[config.mk]
export PLATFORM = sky130hd
export DESIGN_NAME = corr_iter_sched
export DESIGN_NICKNAME = d
export VERILOG_FILES = /design/src/rtl/corr_iter_sched.sv
export SDC_FILE = /design/constraint.sdc
export NUM_CORES = 1
export LEC_CHECK = 0
export ABC_AREA = 1
export CAP_MARGIN = 10
export CORE_MARGIN = 10
export CORE_UTILIZATION = 51
export CTS_CLUSTER_DIAMETER = 120
export DETAILED_ROUTE_END_ITERATION = 12
export HOLD_SLACK_MARGIN = 0.12
export PLACE_DENSITY = 0.84
export SLEW_MARGIN = 20
export SYNTH_ARGS = -nofsm -noshare
export SYNTH_HDL_FRONTEND = slang
export SYNTH_SLANG_ARGS = --single-unit
export TNS_END_PERCENT = 5
[constraint.sdc]
create_clock -name clk -period 3.2 [get_ports clk]
set_input_delay 0.48 -clock clk [delete_from_list [all_inputs] [get_ports clk]]
set_output_delay 0.48 -clock clk [all_outputs]
set_load 0.05 [all_outputs]
[src/rtl/corr_iter_sched.sv]
// rtl/corr_iter_sched.sv - iterative evaluator for the IO_PAIRS x DEPTH 2-bit primitive lattice
//
// Purpose: holds one W-bit lattice vector and applies one stage of lane
// primitives per clock, DEPTH times per job, instead of unrolling DEPTH stages.
// Jobs arrive and results leave over valid/ready handshakes.
//
// Ports:
//   clk        rising-edge clock
//   rst_n      asynchronous active-low reset
//   abort      (only with CORR_SCHED_ABORT_EN) drop the current job, back to IDLE
//   in_valid   job offered
//   in_ready   block can accept a job (IDLE)
//   in_data    initial lattice vector, sampled on the accept edge only
//   out_valid  result available (DONE)
//   out_ready  consumer takes the result
//   out_data   lattice vector after DEPTH stages (mirrors the working vector)
//   busy       high while stages are being applied
//   iter       index of the stage being applied, 0 outside RUN
//   jobs_done  count of result handshakes, wraps at 16 bits
//
// Optional feature macro: CORR_SCHED_ABORT_EN (adds the abort input).

module corr_iter_sched #(
  parameter  int IO_PAIRS = 4,
  parameter  int DEPTH    = 8,
  localparam int W        = 2 * IO_PAIRS,
  localparam int IW       = (DEPTH > 1) ? $clog2(DEPTH) : 1
) (
  input  logic          clk,
  input  logic          rst_n,
`ifdef CORR_SCHED_ABORT_EN
  input  logic          abort,
`endif
  input  logic          in_valid,
  output logic          in_ready,
  input  logic [W-1:0]  in_data,
  output logic          out_valid,
  input  logic          out_ready,
  output logic [W-1:0]  out_data,
  output logic          busy,
  output logic [IW-1:0] iter,
  output logic [15:0]   jobs_done
);

  typedef enum logic [1:0] {
    IDLE = 2'd0,
    RUN  = 2'd1,
    DONE = 2'd2
  } stateT;

  localparam logic [IW-1:0] LAST_ITER = IW'(DEPTH - 1);

  stateT        state;
  logic [W-1:0] vec;
  logic         abortReq;

`ifdef CORR_SCHED_ABORT_EN
  assign abortReq = abort;
`else
  assign abortReq = 1'b0;
`endif

  // One lattice stage: every 2-bit lane counts up by one (mod 4).
  function automatic logic [W-1:0] applyStage(input logic [W-1:0] v);
    logic [W-1:0] o;
    o = '0;
    for (int j = 0; j < IO_PAIRS; j++) begin
      o[2*j+1] = v[2*j+1] ^ v[2*j];
      o[2*j]   = ~v[2*j];
    end
    return o;
  endfunction

  assign out_data = vec;

  always_ff @(posedge clk or negedge rst_n) begin
    if (!rst_n) begin
      state     <= IDLE;
      vec       <= '0;
      iter      <= '0;
      jobs_done <= '0;
      out_valid <= 1'b0;
      busy      <= 1'b0;
      in_ready  <= 1'b1;
    end else if (abortReq && (state != IDLE)) begin
      // Abort wins over both stage completion and a pending result handshake.
      state     <= IDLE;
      iter      <= '0;
      out_valid <= 1'b0;
      busy      <= 1'b0;
      in_ready  <= 1'b1;
    end else begin
      case (state)
        IDLE: begin
          // in_ready is 1 throughout IDLE, so in_valid alone completes the handshake.
          if (in_valid) begin
            vec      <= in_data;
            iter     <= '0;
            state    <= RUN;
            in_ready <= 1'b0;
            busy     <= 1'b1;
          end
        end
        RUN: begin
          vec <= applyStage(vec);
          if (iter == LAST_ITER) begin
            state     <= DONE;
            iter      <= '0;
            busy      <= 1'b0;
            out_valid <= 1'b1;
          end else begin
            iter <= iter + IW'(1);
          end
        end
        DONE: begin
          // in_valid is ignored here; acceptance reopens the cycle after the result handshake.
          if (out_ready) begin
            jobs_done <= jobs_done + 16'd1;
            state     <= IDLE;
            out_valid <= 1'b0;
            in_ready  <= 1'b1;
          end
        end
        default: begin
          state     <= IDLE;
          iter      <= '0;
          out_valid <= 1'b0;
          busy      <= 1'b0;
          in_ready  <= 1'b1;
        end
      endcase
    end
  end

endmodule

# [Word level (Yosys, flattened, before mapping)]
# Index checks and enable logic that the tools add are counted.
[word_totals] register_bits=32 latch_bits=0 mem_bits_rw=0 rom_bits=0 inputBits=12 out_inout_bits=30 wordCells=53 mem_count=0
[classes] n_addsub=2 n_mul=0 n_div=0 order_cmp=0 n_eq_ne=6 shifts=0 mux=18 bitwise_logic=11 n_reduce_logical=9
[ops] cell="16-bit by 1-bit adder with 16-bit output, second input constant" n=1
[ops] cell="8-bit case mux with 2 select lines" n=1
[ops] cell="3-bit AND reduction" n=4
[ops] cell="1-bit case mux with 3 select lines" n=3
[ops] cell="3-bit case mux with 3 select lines" n=1
[ops] cell="8-bit two-way mux" n=1
[ops] cell="1-bit NOT" n=7
[ops] cell="1-bit two-way mux" n=6
[ops] cell="2-bit two-way mux" n=3
[ops] cell="3-bit two-way mux" n=2
[ops] cell="2-bit != test, second input constant" n=3
[ops] cell="2-bit case mux with 3 select lines" n=1
[ops] cell="2-bit AND reduction" n=3
[ops] cell="1-bit bitwise XOR" n=4
[ops] cell="3-bit by 1-bit adder with 3-bit output, second input constant" n=1
[ops] cell="3-bit equality test, second input constant" n=1
[ops] cell="2-bit by 1-bit equality test with 1-bit output, second input constant" n=1
[ops] cell="2-bit equality test, second input constant" n=1
[ops] cell="2-bit zero test" n=1
[ops] cell="2-bit nonzero test" n=1

# [Logic depth before layout (Yosys ltp)]
# Gate-level depths: netlist of run 1.
[logic_depth] ltp_word=3 mapped_depth=8 mapped_depth_nobuf=8

# [Worst setup path before layout of run 1]
# No wires, ideal clock.
[synth_timing] kind="reg2reg" from="register jobs_done[0]" to="register jobs_done[12]" setup_time_ns=0.120 arrival_ns=1.556 required_ns=3.080 slack_ns=1.524 stages_incl_launch_ff=9 path_buffers=0 period_less_slack_ns=1.676 cell_sequence="dfrtp_1 -> ha_1 -> nand3_1 -> nor2_4 -> nand2_4 -> nor2_8 -> nand2_1 -> nand2_1 -> nand2_1"
[synth_via] elab_chain_cells=1
[synth_rtl] item="from (decl)" line="42" rtl="output logic [15:0] jobs_done"
[synth_rtl] item="from (signal assigned)" line="118" rtl="jobs_done <= jobs_done + 16'd1;"
[synth_rtl] item="16-bit by 1-bit adder with 16-bit output" line="118"
# Every way passes these cells.
# A chain may end at the register's enable or synchronous reset.

# [Worst setup path after layout of run 1]
[layout_timing] from="register in_ready" to="output port in_ready"
[layout_lines] item="from (decl)" line="35" rtl="output logic in_ready,"
[layout_lines] item="from (signal assigned)" line="84" rtl="in_ready <= 1'b1;"
[layout_lines] item="from (signal assigned)" line="91" rtl="in_ready <= 1'b1;"
[layout_lines] item="from (signal assigned)" line="100" rtl="in_ready <= 1'b0;"
# No word-level cell between the ends.

==> out/metrics.yaml, run 1 <==
status:
  status: "completed"
setup_path:
  critical_path_maximum_fanout: 2
  cpLargestDelayFamily: "buffers and inverters"
  slowest_stage: "sky130_fd_sc_hd__clkdlybuf4s50_1"
  worst_setup_path_end_kind: "primary output"
  worst-path-buf-inv: 1
  slowest_delay_ns: 0.79
  worst_ep_arrival_time_ns: 1.66
  path_class: "flip-flop to primary output"
  worstPathCellList: "clkdlybuf4s50_1"
  req_time_crit_path_ns: 2.72
  setup.worst_path.start_class: "flip-flop"
power_and_ir_drop:
  max-vdd-ir-drop_mv: 0.6496
  power.density_nw_per_um2: 812.4
  power.static_leakage_uw: 0.001014
timing:
  timing.setup.tns_ns: 0
  clock-skew-final_ns: 0.01015
  hold_viol_final: 0
  tightest_slew_ns: 0.5253
  clock.fmax_mhz: 467.4
  final.min_clock_period_ns: 2.140
  min_period_over_period_pct: 66.86
  timing.final.setup_violations: 0
  slew_headroom_pct: 64.87
  grt_setup_unrepaired: "no"
  timing_max_transition_violations_final: 0
  hold_ws_ns: 0.4969
place:
  port_buffers: 41
  finalWeightedCongestion: 0.8160
  placed_instance_area_um2: 2026
  dp_hpwl_um: 2608
global_routing:
  antenna_violations_before_repair: 0
  pin_count_of_the_biggest_net_entering_global_routing: 33
  grt_first_pass_wirelength_um: 5485
  vias_in_the_first_global_route: 1194
  global_route.usage.total_pct: 12.73
  grt.overflow.total: 0
clock_network:
  clk_pin_slew_worst_paths_ns: 0.09
  post-cts-setup-buffers: 0
  cts_tree: "built"
  cts.sinks: 32
  cts-resized-gates: 0
  ctsRootBufferMaster: "sky130_fd_sc_hd__clkbuf_4"
  clock_insertion_delay_worst_skew_ns: 0.33
  cts.path.max_buffers: 2
  cts-hold-fix-buffers: 0
  cts_htree_levels: 2
  numCtsBuffers: 5
drt:
  final_antenna_net_count: 0
  detail_route.wirelength_um: 3307
  post-route-drc-count: 0
  drt_iter0_markers: 56
  drt-vias-per-instance: 5.012
  drt-pass1-iter-count: 4
  vias: 1293
  post_drt_wl_per_cell_um: 12.82
worst_hold_path:
  hold_class: "flip-flop to flip-flop"
floorplan:
  die_area_um2: 5702
  initial_core_util_pct: 52.33
  number_of_placed_i_o_pins: 42
  fp.coreArea_um2: 3003
  die_x_um: 75.51
  num_rows: 20
  floorplan.die.height_um: 75.51
yosys:
  synth_area_leader_cell: "sky130_fd_sc_hd__dfrtp_1"
  synth_commonest_cells: "47 x sky130_fd_sc_hd__nand2_1, 31 x sky130_fd_sc_hd__dfrtp_1, 20 x sky130_fd_sc_hd__inv_1, 14 x sky130_fd_sc_hd__nor2_1, 11 x sky130_fd_sc_hd__nand3_1"
  ys.warnings.count: 0
  yosys-top-cells-area: "sky130_fd_sc_hd__dfrtp_1 49%, sky130_fd_sc_hd__nand2_1 11%, sky130_fd_sc_hd__inv_1 4.8%, sky130_fd_sc_hd__nand3_1 3.5%, sky130_fd_sc_hd__nor2_1 3.3%"
  post_synth_instance_area_um2: 1572
  yosys.area.top_type_share_pct: 49.36
  yosysSeqAreaShare_pct: 51.04
  synthDistinctLibCells: 28
  number_of_enable_flip_flop_cells_after_synthesis: 0
  ys_seq_elements: 32
  synth-main-ff-cell: "sky130_fd_sc_hd__dfrtp_1"
  postSynthAreaPerCell_um2: 8.929
  synthCells: 176
  postSynthNetCount: 191
  asyncSetResetFlopFracSynth_pct: 100.0
  synth.most_common_cell: "sky130_fd_sc_hd__nand2_1"
layout:
  fillerInstances: 248
  postLayoutCoreUtil_pct: 69.42
  antenna_cells: 0
  finalNetCount: 239
  layout_overhead_on_the_synthesized_area_pct: 32.64
  final_layout_size_suffix_gt1_share_pct: 9.778
  final_area_um2: 2085
run:
  max_cap_viol_count: 0
[report_power, final]
part	leakage [µW]	internal, µW	switching [µW]
clock network	0.0000326	108	130
logic	0.000583	291	568
registers	0.000399	514	81.7
total	0.00101	914	780
[final timing paths]
kind / start / slack, ns / to / cells past startpoint
setup / recovery: in_ready / 1.06 / in_ready / 1
hold / removal: busy / 0.50 / busy / 2
setup reg to reg: jobs_done[0] / 1.77 / jobs_done[12] / 8
hold reg to reg: busy / 0.50 / busy / 2
max in group asynchronous: rst_n / 2.34 / in_ready / 2
min in group asynchronous: rst_n / 0.53 / out_data[2] / 2
[cell usage in the layout (no fill, tap or decap), types with 2 or more instances in the layout]
cell and instances:
sky130_fd_sc_hd__a32o_1 2, sky130_fd_sc_hd__xnor2_1 5, sky130_fd_sc_hd__ha_1 3, sky130_fd_sc_hd__clkdlybuf4s50_1 41, sky130_fd_sc_hd__nand2_1 47, sky130_fd_sc_hd__clkbuf_4 5, sky130_fd_sc_hd__nand3_1 11, sky130_fd_sc_hd__clkbuf_1 2
sky130_fd_sc_hd__xor2_1 4, sky130_fd_sc_hd__nand4_1 2, sky130_fd_sc_hd__o21ai_0 8, sky130_fd_sc_hd__nand2_2 3, sky130_fd_sc_hd__nor2_1 14, sky130_fd_sc_hd__inv_1 20, sky130_fd_sc_hd__o211ai_1 4, sky130_fd_sc_hd__nor2_4 3
sky130_fd_sc_hd__dfrtp_1 31, sky130_fd_sc_hd__inv_2 3, sky130_fd_sc_hd__a21oi_1 4
[sequential cells by signal, summed over array words and instances, names as in the netlist]
name and flops:
busy 1, in_ready 1, iter 3, jobs_done 16, out_data 8, out_valid 1, state 2
[cell type report]
class                      count  area [µm²]  area share (%)
multi-input combinational    120       678.2           32.53
sequential                    32       802.0           38.48
clock buffer                   8       58.81           2.821
timing repair buffer          42       417.9           20.05
inverter                      23       86.33           4.142
tap                           33       41.29           1.981
[layer usage]
layer / wire length (µm) / vias up / share of wire [%] / track usage (%)
li1: - / 659 / - / -
met3: 168 / 7 / 5.1 / 3.255
met1: 1513 / 598 / 46 / 15.50
met2: 1537 / 29 / 46 / 19.64
met5: 0 / - / 0 / 0
met4: 88 / 0 / 2.7 / 8.041
[cell families after synthesis]
kind of cell,after synthesis,share of synthesized area (%)
AO/OA/AOI/OAI,21,8.201
XOR/XNOR,10,6.051
buffers and inverters,24,5.812
AND/OR/NAND/NOR,86,26.51
adder cells (fa/ha/maj),3,2.389
flip-flops,32,51.04
[stage by stage]
step / total power, µW / std cells / setup slack [ns]
finish: 1693 / 258 / 1.060
detailed placement: 1471 / 250 / 1.363
global route: 1801 / 258 / 1.011
floorplan: 1193 / 176 / 1.524
global placement: 1463 / 250 / 1.409
CTS: 1712 / 258 / 1.040
[worst min-delay path, stage by stage, from the launching register on]
cell and delay (ns):
sky130_fd_sc_hd__dfrtp_1 0.36, sky130_fd_sc_hd__o21ai_1 0.07, sky130_fd_sc_hd__inv_1 0.04
Power figures use the tool's default switching activity.
==> run 2, diff against run 1 <==
CORE_UTILIZATION = 48   (was 51)
PLACE_DENSITY = 0.79   (was 0.84)
clock period = 2.2 ns   (was 3.2 ns; I/O delays follow)
==> out/metrics.yaml, run 2 (same netlist as run 1, synthesis figures left out) <==
status:
  status: "completed"
clock_network:
  cts_tree: "built"
  clock_insertion_delay_worst_skew_ns: 0.34
  ctsRootBufferMaster: "sky130_fd_sc_hd__clkbuf_4"
  cts.path.max_buffers: 2
  clk_pin_slew_worst_paths_ns: 0.11
  numCtsBuffers: 5
  cts-resized-gates: 0
  cts_htree_levels: 2
  cts-hold-fix-buffers: 0
  post-cts-setup-buffers: 0
  cts.sinks: 32
drt:
  detail_route.wirelength_um: 3754
  drt-pass1-iter-count: 4
  post_drt_wl_per_cell_um: 13.96
  post-route-drc-count: 0
  drt-vias-per-instance: 4.914
  final_antenna_net_count: 0
  vias: 1322
  drt_iter0_markers: 61
place:
  dpl_worst_slack_ns: 0.4856
  finalWeightedCongestion: 0.8276
  cell_count_after_placement: 261
  dp_hpwl_um: 2969
  port_buffers: 41
setup_path:
  worst_r2r_startpoint: "jobs_done[0]"
  worst_setup_path_end_kind: "primary output"
  critical_path.startpoint: "jobs_done[10]"
  setup.worst_path.start_class: "flip-flop"
  slowest_stage: "sky130_fd_sc_hd__clkdlybuf4s50_1"
  worst-path-buf-inv: 1
  slowest_delay_ns: 0.85
  worstPathCellList: "clkdlybuf4s50_1"
  cpLargestDelayFamily: "buffers and inverters"
  worst_ep_arrival_time_ns: 1.66
  critical_path_maximum_fanout: 5
  path_class: "flip-flop to primary output"
  req_time_crit_path_ns: 1.87
layout:
  fillerInstances: 275
  finalNetCount: 239
  antenna_cells: 0
  final_layout_size_suffix_gt1_share_pct: 10.67
  layout.cells.most_common: "sky130_fd_sc_hd__nand2_1"
  number_of_flip_flops_under_the_largest_register_name: 16
  max_flop_register: "jobs_done"
  layout.cells.most_common_list: "47 x sky130_fd_sc_hd__nand2_1, 41 x sky130_fd_sc_hd__clkdlybuf4s50_1, 31 x sky130_fd_sc_hd__dfrtp_1"
  stdcell_count: 269
  layout_overhead_on_the_synthesized_area_pct: 33.68
floorplan:
  number_of_placed_i_o_pins: 42
  fp.coreArea_um2: 3103
  floorplan.die.height_um: 77.22
  initial_core_util_pct: 50.65
  die_x_um: 77.22
  num_rows: 20
  die_area_um2: 5963
timing:
  timing_max_transition_violations_final: 0
  hold_viol_final: 0
  timing.setup.tns_ns: 0
  grt_setup_unrepaired: "no"
  hold_ws_ns: 0.3669
  clock.fmax_mhz: 503.0
  final.min_clock_period_ns: 1.988
  min_period_over_period_pct: 90.37
  clock-skew-final_ns: 0.01264
  timing.final.setup_violations: 0
  tightest_slew_ns: 0.5126
  slew_headroom_pct: 65.72
  post-route-worst-setup-slack_ns: 0.2118
power_and_ir_drop:
  total_power_uw: 2505
  power.density_nw_per_um2: 1192
  power.static_leakage_uw: 0.001019
  max-vdd-ir-drop_mv: 0.9521
worst_hold_path:
  hold_class: "input pin to async pin"
global_routing:
  grt_first_pass_wirelength_um: 6755
  grt.overflow.total: 0
  pin_count_of_the_biggest_net_entering_global_routing: 33
  antenna_violations_before_repair: 0
  vias_in_the_first_global_route: 1395
  global_route.usage.total_pct: 13.94
run:
  max_cap_viol_count: 0
==> run 2: power by group <==
group          internal [µW]  leakage, µW  switching [µW]
sequential               748     0.000399             124
combinational            424     0.000583             851
clock                    152    0.0000380             206
total                   1320      0.00102            1180
==> run 2: stage by stage <==
| step | instance area, µm² | utilization [%] |
|---|---|---|
| finish | 2101 | 67.70 |
| global route | 2101 | 67.70 |
| CTS | 2101 | 67.70 |
| detailed placement | 2039 | 65.73 |
| global placement | 2039 | 65.73 |
| floorplan | 1572 | - |
==> run 2: metal layers <==
metal	routed length [µm]	global-route usage [%]
met1	1553	15.40
met2	1886	23.49
met3	236	5.711
met4	78	4.927
met5	0	0
==> run 2: final timing paths <==
kind / end / slack [ns] / depth (start not counted)
setup / recovery: jobs_done[10] / 0.21 / 1
hold / removal: busy / 0.37 / 2
hold reg to reg: busy / 0.50 / 2
max in group asynchronous: in_ready / 1.48 / 2
min in group clk: busy / 0.50 / 2
setup reg to reg: jobs_done[12] / 0.71 / 8
==> run 2: final cells by class <==
type | count | area (µm²) | share of cell area, %
clock buffers | 6 | 51.30 | 2.442
clock inverters | 2 | 10.01 | 0.4765
inverters | 23 | 86.33 | 4.110
multi-input cells | 120 | 678.2 | 32.28
flip-flops and latches | 32 | 802.0 | 38.18
well taps | 44 | 55.05 | 2.621
repair buffers | 42 | 417.9 | 19.89
==> run 3, diff against run 2 <==
CORE_UTILIZATION = 43   (was 48)
PLACE_DENSITY = 0.75   (was 0.79)
clock period = 1.8 ns   (was 2.2 ns; I/O delays follow)
==> out/metrics.yaml, run 3 (same netlist as run 1, synthesis figures left out) <==
clock_network:
  cts_tree: "built"
  cts-hold-fix-buffers: 0
  cts.path.max_buffers: 2
  ctsRootBufferMaster: "sky130_fd_sc_hd__clkbuf_8"
  post-cts-setup-buffers: 0
  clock_insertion_delay_worst_skew_ns: 0.28
  cts-resized-gates: 0
  cts_htree_levels: 2
  clk_pin_slew_worst_paths_ns: 0.07
  numCtsBuffers: 5
  cts.sinks: 32
status:
  status: "completed"
setup_path:
  worst_r2r_startpoint: "jobs_done[0]"
  req_time_crit_path_ns: 1.53
  worst_setup_path_end_kind: "primary output"
  setup.worst_path.start_class: "flip-flop"
  slowest_delay_ns: 0.81
  worstPathCellList: "clkdlybuf4s50_1"
  cpLargestDelayFamily: "buffers and inverters"
  slowest_stage: "sky130_fd_sc_hd__clkdlybuf4s50_1"
  worst_ep_arrival_time_ns: 1.44
  path_class: "flip-flop to primary output"
  critical_path_maximum_fanout: 2
  critical_path.startpoint: "busy"
  worst-path-buf-inv: 1
layout:
  number_of_flip_flops_under_the_largest_register_name: 16
  max_flop_register: "jobs_done"
  finalNetCount: 239
  final_layout_size_suffix_gt1_share_pct: 23.11
  antenna_cells: 0
  layout.cells.most_common: "sky130_fd_sc_hd__nand2_1"
  fillerInstances: 327
  layout.cells.most_common_list: "47 x sky130_fd_sc_hd__nand2_1, 31 x sky130_fd_sc_hd__dfrtp_1, 30 x sky130_fd_sc_hd__buf_4"
  layout_overhead_on_the_synthesized_area_pct: 32.17
power_and_ir_drop:
  p_seq_share_pct: 33.2
  power.net_switching_uw: 1416
  pwr-share-clk_pct: 20.7
  power.switching_fraction_pct: 44.20
  power.static_leakage_uw: 0.001077
  comb_power_share_pct: 46.1
  power.density_nw_per_um2: 1542
  intPower_uw: 1787
  max-vdd-ir-drop_mv: 0.9321
timing:
  timing.final.setup_violations: 0
  tightest_slew_ns: 0.4954
  clock.fmax_mhz: 584.1
  post-route-worst-setup-slack_ns: 0.08797
  final.min_clock_period_ns: 1.712
  hold_viol_final: 0
  clock-skew-final_ns: 0.007752
  timing.setup.tns_ns: 0
  min_period_over_period_pct: 95.11
  grt_setup_unrepaired: "no"
  slew_headroom_pct: 66.87
  timing_max_transition_violations_final: 0
global_routing:
  vias_in_the_first_global_route: 1291
  grt.overflow.total: 0
  antenna_violations_before_repair: 0
  pin_count_of_the_biggest_net_entering_global_routing: 33
  global_route.usage.total_pct: 12.10
  grt_first_pass_wirelength_um: 6099
place:
  dp_hpwl_um: 2730
  port_buffers: 41
  finalWeightedCongestion: 0.8251
  dpl_worst_slack_ns: 0.1591
floorplan:
  num_rows: 21
  number_of_placed_i_o_pins: 42
  die_x_um: 80.46
  floorplan.die.height_um: 80.46
  fp.coreArea_um2: 3442
  die_area_um2: 6473
  initial_core_util_pct: 45.66
drt:
  final_antenna_net_count: 0
  post-route-drc-count: 0
  drt-vias-per-instance: 4.701
  drt_iter0_markers: 32
  vias: 1274
  detail_route.wirelength_um: 3451
  drt-pass1-iter-count: 4
  post_drt_wl_per_cell_um: 12.73
run:
  max_cap_viol_count: 0
worst_hold_path:
  hold_class: "input pin to async pin"
==> run 3: cell count changes in the layout (fill, tap and decap cells not counted), sizes merged <==
cell	previous run	this run
buf	1	30
clkdlybuf4s50	41	12
bufinv	0	1
clkinv	2	1
==> run 3: per-layer routing <==
layer / GRT usage [%] / vias up / wire length (µm)
met5: 0 / - / 0
met4: 5.810 / 0 / 52
met3: 4.566 / 2 / 169
met2: 18.47 / 24 / 1649
met1: 14.59 / 590 / 1580
li1: - / 658 / -
==> run 3: power groups by stage <==
stage	combinational (µW)	clock [µW]	sequential (µW)
6_report	1480	664	1060
5_1_grt	1610	712	1090
4_1_cts	1500	685	1060
3_5_place_dp	1500	0	1080
3_3_place_gp	1480	0	1070
2_1_floorplan	480	0	1640
==> run 3: per-stage QoR <==
stage,instance area [µm²],util [%],total power [µW],hold slack [ns],instances
floorplan,1572,-,2121,-0.02559,176
global placement,1969,57.22,2557,0.4699,263
CTS,2077,60.34,3248,0.3852,271
global route,2077,60.34,3413,0.4185,271
finish,2077,60.34,3204,0.3800,271
detailed placement,1969,57.22,2574,0.4754,263
==> run 3: final timing paths <==
check                                end  slack [ns]  cells after the start
setup reg to reg           jobs_done[12]        0.39                      8
max in group asynchronous       in_ready        1.10                      2
hold reg to reg                     busy        0.49                      2
hold / removal               out_data[3]        0.38                      2
min in group clk                    busy        0.49                      2
setup / recovery                    busy        0.09                      1
==> run 3: area by class of cell <==
cell class                 instances  area, µm²  share of cell area (%)
clock inverter                     2      35.03                   1.687
tap                               46      57.56                   2.771
inverter                          23      86.33                   4.157
multi-input combinational        120      678.2                   32.65
clock buffer                       6      72.57                   3.494
timing repair buffer              42      345.3                   16.63
sequential                        32      802.0                   38.61
